<file path="config.mk">
export PLATFORM = sky130hd
export DESIGN_NAME = hd44780_msg_sequencer
export DESIGN_NICKNAME = d
export VERILOG_FILES = /design/src/rtl/hd44780_msg_sequencer.sv
export SDC_FILE = /design/constraint.sdc
export NUM_CORES = 1
export LEC_CHECK = 0
export ABC_AREA = 0
export BUFFER_PORTS_ARGS = -buffer_cell sky130_fd_sc_hd__clkbuf_2
export CAP_MARGIN = 20
export CORE_ASPECT_RATIO = 0.6
export CORE_MARGIN = 2
export CORE_UTILIZATION = 42
export CTS_CLUSTER_SIZE = 30
export DETAILED_ROUTE_END_ITERATION = 6
export GPL_TIMING_DRIVEN = 0
export PLACE_DENSITY = 0.64
export SLEW_MARGIN = 20
export SYNTH_ARGS = -nofsm -noshare
export SYNTH_HDL_FRONTEND = slang
export SYNTH_SLANG_ARGS = --single-unit
export TNS_END_PERCENT = 100
</file>
<file path="constraint.sdc">
create_clock -name CLK_I -period 2.75 [get_ports CLK_I]
set_input_delay 0.275 -clock CLK_I [delete_from_list [all_inputs] [get_ports CLK_I]]
set_output_delay 0.275 -clock CLK_I [all_outputs]
set_load 0.005 [all_outputs]
</file>
<file path="src/rtl/hd44780_msg_sequencer.sv">
// Button-driven sequencer that walks a table of controller start addresses,
// strobing the HD44780 controller once per message and supervising its busy/error handshake.
module hd44780_msg_sequencer #(
    parameter int ADDR_BITS     = 8,
    parameter int NUM_MSGS      = 4,
    parameter int IDX_BITS      = 2,
    parameter int DEBOUNCE_BITS = 16,
    parameter int TIMEOUT_BITS  = 24,
    parameter int HEART_BITS    = 23,
    parameter bit AUTO_RUN      = 1'b0,
    parameter bit WRAP          = 1'b1
) (
    input  logic                          CLK_I,
    input  logic                          RST_I,
    input  logic                          i_button,
    input  logic [NUM_MSGS*ADDR_BITS-1:0] i_start_addrs,
    input  logic                          i_cont_busy,
    input  logic                          i_cont_error,
    output logic                          o_cont_stb,
    output logic [ADDR_BITS-1:0]          o_start_addr,
    output logic [IDX_BITS-1:0]           o_msg_index,
    output logic                          o_done,
    output logic                          o_fault,
    output logic                          o_logan_strobe,
    output logic [3:0]                    o_led
);

    typedef enum logic [2:0] {
        S_IDLE, S_STROBE, S_ARM, S_WAIT, S_NEXT, S_DONE, S_FAULT
    } state_t;

    localparam logic [IDX_BITS-1:0]      LAST_IDX = IDX_BITS'(NUM_MSGS - 1);
    localparam logic [DEBOUNCE_BITS-1:0] DB_LAST  = '1;
    // Timer counts the current cycle too, so firing one short of all-ones
    // makes the timeout land exactly 2^TIMEOUT_BITS-1 cycles after entry.
    localparam logic [TIMEOUT_BITS-1:0]  TMO_LAST = TIMEOUT_BITS'((1 << TIMEOUT_BITS) - 2);

    logic                     r_sync1, r_sync2;
    logic [DEBOUNCE_BITS-1:0] r_db_cnt;
    logic                     r_db, r_db_q;
    logic                     w_press;

    state_t                   r_state, w_state_nxt;
    logic [IDX_BITS-1:0]      r_idx, w_idx_nxt;
    logic [ADDR_BITS-1:0]     r_start_addr;
    logic [TIMEOUT_BITS-1:0]  r_tmo_cnt;
    logic                     w_tmo;
    logic                     w_enter_strobe, w_enter_wait, w_timing;
    logic                     r_logan;
    logic [HEART_BITS-1:0]    r_heart;
    logic [ADDR_BITS-1:0]     w_slot [2**IDX_BITS];

    always_ff @(posedge CLK_I or negedge RST_I) begin
        if (!RST_I) begin
            r_sync1 <= 1'b0;
            r_sync2 <= 1'b0;
        end else begin
            r_sync1 <= i_button;
            r_sync2 <= r_sync1;
        end
    end

    // Only an unbroken run of disagreeing samples flips the level; any agreeing sample restarts it.
    always_ff @(posedge CLK_I or negedge RST_I) begin
        if (!RST_I) begin
            r_db_cnt <= '0;
            r_db     <= 1'b0;
            r_db_q   <= 1'b0;
        end else begin
            r_db_q <= r_db;
            if (r_sync2 == r_db) begin
                r_db_cnt <= '0;
            end else if (r_db_cnt == DB_LAST) begin
                r_db_cnt <= '0;
                r_db     <= r_sync2;
            end else begin
                r_db_cnt <= r_db_cnt + 1'b1;
            end
        end
    end

    assign w_press = r_db & ~r_db_q;

    // Slots beyond NUM_MSGS read as zero; the index never reaches them.
    for (genvar g = 0; g < 2**IDX_BITS; g++) begin : g_slot
        if (g < NUM_MSGS) begin : g_used
            assign w_slot[g] = i_start_addrs[g*ADDR_BITS +: ADDR_BITS];
        end else begin : g_unused
            assign w_slot[g] = '0;
        end
    end

    assign w_tmo = (r_tmo_cnt == TMO_LAST);

    always_comb begin
        w_state_nxt = r_state;
        w_idx_nxt   = r_idx;
        case (r_state)
            S_IDLE:   if (w_press) w_state_nxt = S_STROBE;
            S_STROBE: w_state_nxt = S_ARM;
            S_ARM: begin
                if (i_cont_busy)  w_state_nxt = S_WAIT;
                else if (w_tmo)   w_state_nxt = S_FAULT;
            end
            S_WAIT: begin
                if (!i_cont_busy) w_state_nxt = i_cont_error ? S_FAULT : S_NEXT;
                else if (w_tmo)   w_state_nxt = S_FAULT;
            end
            S_NEXT: begin
                if (r_idx == LAST_IDX) begin
                    if (WRAP) begin
                        w_idx_nxt   = '0;
                        w_state_nxt = S_IDLE;
                    end else begin
                        w_state_nxt = S_DONE;
                    end
                end else begin
                    w_idx_nxt   = r_idx + 1'b1;
                    w_state_nxt = AUTO_RUN ? S_STROBE : S_IDLE;
                end
            end
            S_DONE:   w_state_nxt = S_DONE;
            S_FAULT:  w_state_nxt = S_FAULT;
            default:  w_state_nxt = S_IDLE;
        endcase
    end

    assign w_enter_strobe = (w_state_nxt == S_STROBE) && (r_state != S_STROBE);
    assign w_enter_wait   = (w_state_nxt == S_WAIT)   && (r_state != S_WAIT);
    assign w_timing       = (r_state == S_STROBE) || (r_state == S_ARM) || (r_state == S_WAIT);

    always_ff @(posedge CLK_I or negedge RST_I) begin
        if (!RST_I) begin
            r_state      <= S_IDLE;
            r_idx        <= '0;
            r_start_addr <= '0;
            r_logan      <= 1'b0;
        end else begin
            r_state <= w_state_nxt;
            r_idx   <= w_idx_nxt;
            // Address follows the index the strobe will use, including the auto-run increment.
            if (w_enter_strobe)
                r_start_addr <= w_slot[w_idx_nxt];
            if (r_state == S_IDLE && w_press)
                r_logan <= 1'b1;
        end
    end

    always_ff @(posedge CLK_I or negedge RST_I) begin
        if (!RST_I)
            r_tmo_cnt <= '0;
        else if (w_enter_strobe || w_enter_wait)
            r_tmo_cnt <= '0;
        else if (w_timing)
            r_tmo_cnt <= r_tmo_cnt + 1'b1;
    end

    always_ff @(posedge CLK_I or negedge RST_I) begin
        if (!RST_I) r_heart <= '0;
        else        r_heart <= r_heart + 1'b1;
    end

    assign o_cont_stb     = (r_state == S_STROBE);
    assign o_start_addr   = r_start_addr;
    assign o_msg_index    = r_idx;
    assign o_done         = (r_state == S_DONE);
    assign o_fault        = (r_state == S_FAULT);
    assign o_logan_strobe = r_logan;
    assign o_led[0]       = ~(w_timing || (r_state == S_NEXT));
    assign o_led[1]       = ~o_done;
    assign o_led[2]       = ~o_fault;
    assign o_led[3]       = ~r_heart[HEART_BITS-1];

endmodule

</file>
==> impl_metrics.json <==
{
  "fmax_mhz": 410.4,
  "setup_violations": 0,
  "r2r-end": "o_start_addr[4]",
  "pin_count": 55,
  "drt_pre_antenna_iters": 4,
  "postSynthAreaPerCell_sq_um": 10.19,
  "cp-endpoint": "o_start_addr[4]",
  "synth_ff_type": "dfrtp_1",
  "rows": 27,
  "synthCells": 393,
  "vias_per_cell": 5.151,
  "slew_headroom_pct": 52.12,
  "crit_family": "multiplexers",
  "max_stage_delay_ns": 0.66,
  "ys_ff_latch": 81,
  "period_share_pct": 88.60,
  "globalplace.congestion": 0.8451,
  "wl_per_cell_um": 13.38,
  "grt_pass1_vias": 2941,
  "area_delta_synth_final_pct": 19.03,
  "crit_start": "r_state[1]",
  "ys_async_sr_fraction_pct": 100.0,
  "drv_cap": 0,
  "cts_tree": "built",
  "post-route-min-period_ns": 2.437,
  "port_buffers": 54,
  "seqCellArea_sq_mm": 0.002027,
  "synth_fp_nets": 435,
  "synth_area_sq_mm": 0.004004,
  "yosysTopAreaCell": "dfrtp_1",
  "grt.overflow.total": 0,
  "required_ns": 2.94,
  "cts_num_sinks": 81,
  "yosys_warnings": 0,
  "timing.hold.ws_ns": 0.05361,
  "start_util_pct": 43.41,
  "design_area_sq_mm": 0.004766,
  "synth_edf_count": 0,
  "min-delay-path-class": "in2reg",
  "cp_num_buf_inv": 2,
  "multi_input_area_sq_mm": 0.001846,
  "cts_root_buf": "clkbuf_16",
  "leakage_nw": 2.228,
  "place_hpwl_um": 5836,
  "ys_seq_area_share_pct": 50.63,
  "worstSetupStartpointType": "register",
  "ctsResizeCount": 0,
  "fin_worst_skew_ns": 0.008471,
  "htreeDepth": 3,
  "status": "complete, no violations",
  "vias": 3065,
  "cp_num_cells": 6,
  "synth_cell_type_count": 41,
  "clk_pin_slew_worst_paths_ns": 0.06,
  "crit_chain": "buf_2, nor3b_1, mux2i_2, buf_4, mux2i_1, o221ai_1",
  "diodes": 0,
  "fin_setup_tns_ns": 0,
  "r2r_setup_slack_ns": 0.31,
  "r2r-start": "r_state[1]",
  "grt_max_degree": 54,
  "die_w_um": 130.1,
  "drt_iter0_markers": 201,
  "fillers": 812,
  "setup.worst_path.end_class": "register",
  "yosys-top-cells-area": "dfrtp_1 51%, xnor2_1 7.2%, mux2i_1 5.0%",
  "totalWireLength_um": 7960,
  "final_max_slew_viol_count": 0,
  "path_class": "reg2reg",
  "core_area_sq_mm": 0.009223,
  "ir_drop_v": 0.0003315,
  "antenna_found_initial": 0,
  "cts_buffers": 9,
  "nets": 502,
  "tightest_slew_ns": 0.7168,
  "path_max_fanout": 10,
  "slowest_stage": "mux2i_2",
  "pwr_density_cell_mw_per_mm2": 509.1,
  "cts-hold-fix-buffers": 1,
  "dieHeight_um": 79.63,
  "dieArea_sq_mm": 0.01036,
  "grt_pass1_wl_um": 13370,
  "postRouteAntennaNets": 0,
  "finalHoldViolations": 0,
  "crit_arrival_ns": 2.63,
  "ff2ff_path_depth": 6,
  "yosys.area.top_type_share_pct": 50.63,
  "drc": 0,
  "worst_skew_pair.late_latency_ns": 0.33,
  "layout-drive-gt1-share_pct": 18.28,
  "dpl_cell_area_sq_mm": 0.004467,
  "cts_setup_buffers": 0,
  "cts.path.max_buffers": 2,
  "grt.total_usage_pct": 16.57,
  "rsz0062_at_grt": "no"
}
==> cell usage in the layout (no fill, tap or decap), types with 9 or more instances in the layout <==
cell type / n
xnor2_1: 33
nand2_1: 37
inv_1: 19
xor2_1: 10
a21oi_1: 12
mux2i_1: 20
nor2_1: 31
or3_1: 9
clkbuf_16: 9
nor4_1: 11
nand3_1: 27
nand4_1: 14
dfrtp_1: 81
clkbuf_2: 53
==> Yosys cell counts, types with 2 or more instances <==
library cell   n
o221ai_1       8
buf_2          3
mux2_2         3
nor4_1        11
nand2_1       37
a211oi_1       2
nand4_1       14
ha_1           5
or4_1          8
a211o_1        2
or2_2          2
o31ai_1        6
dfrtp_1       81
xnor2_1       33
xor2_1        10
mux2i_1       20
nand3_1       27
inv_1         19
nor3_1         6
clkbuf_1       6
nand2b_1       4
nor3b_1        3
and3_1         7
a21oi_1       12
and4_1         4
nor2_1        31
o21ai_0        7
or3_1          9
==> per-stage QoR <==
step,total power [mW],utilization (%),setup WS [ns],cells
2_1_floorplan,1.240,-,0.6478,393
3_3_place_gp,1.293,48.11,0.3869,577
3_5_place_dp,1.299,48.43,0.3035,578
4_1_cts,2.471,51.68,0.2832,595
5_1_grt,2.531,51.68,0.1406,595
6_report,2.426,51.68,0.3135,595
==> how the worst min path moves through the flow <==
stage / from / end / slack, ns / cells after the start
global placement: r_sync1 / r_sync2 / 0.34 / 0
floorplan: RST_I / o_logan_strobe / -0.02 / 0
detailed placement: RST_I / r_tmo_cnt[5] / 0.27 / 1
finish: i_button / r_sync1 / 0.05 / 1
CTS: i_button / r_sync1 / 0.04 / 1
global route: i_button / r_sync1 / 0.04 / 1
==> layout make-up <==
type | count | area share (%)
flip-flops and latches | 81 | 42.53
multi-input cells | 281 | 38.72
repair buffers | 56 | 6.511
clock buffers | 11 | 4.883
well taps | 130 | 3.413
inverters | 19 | 1.496
plain buffers | 12 | 1.260
clock inverters | 5 | 1.181
==> metal layers <==
metal	track usage (%)	up-vias	share of wire (%)
met5	0	-	0
met4	5.484	0	0.88
met3	5.161	7	5.4
met2	24.92	69	42
met1	22.82	1453	52
li1	-	1536	-
==> power by group <==
part	switching, mW	internal [mW]	total [mW]
sequential	0.00398	1.20	1.20
clock	0.449	0.701	1.15
combinational	0.0420	0.0329	0.0749
total	0.495	1.93	2.43
==> state kept, by name, indices dropped and copies added, names as in the netlist <==
name,count
r_tmo_cnt,24
r_sync2,1
r_db,1
o_msg_index,2
o_logan_strobe,1
r_state,3
r_db_q,1
o_start_addr,8
r_db_cnt,16
r_sync1,1
r_heart,23
==> cell families (layout without fill, tap and decap cells) <==
group | after synthesis | in the layout | share of synthesized area, %
xor+xnor | 43 | 43 | 9.406
compound gates | 42 | 42 | 7.188
simple gates | 167 | 167 | 21.75
fa+ha+maj | 5 | 5 | 1.563
flops | 81 | 81 | 50.62
mux | 24 | 24 | 6.187
buf+inv | 31 | 103 | 3.281
No activity file was read; power rests on OpenSTA's default activity.
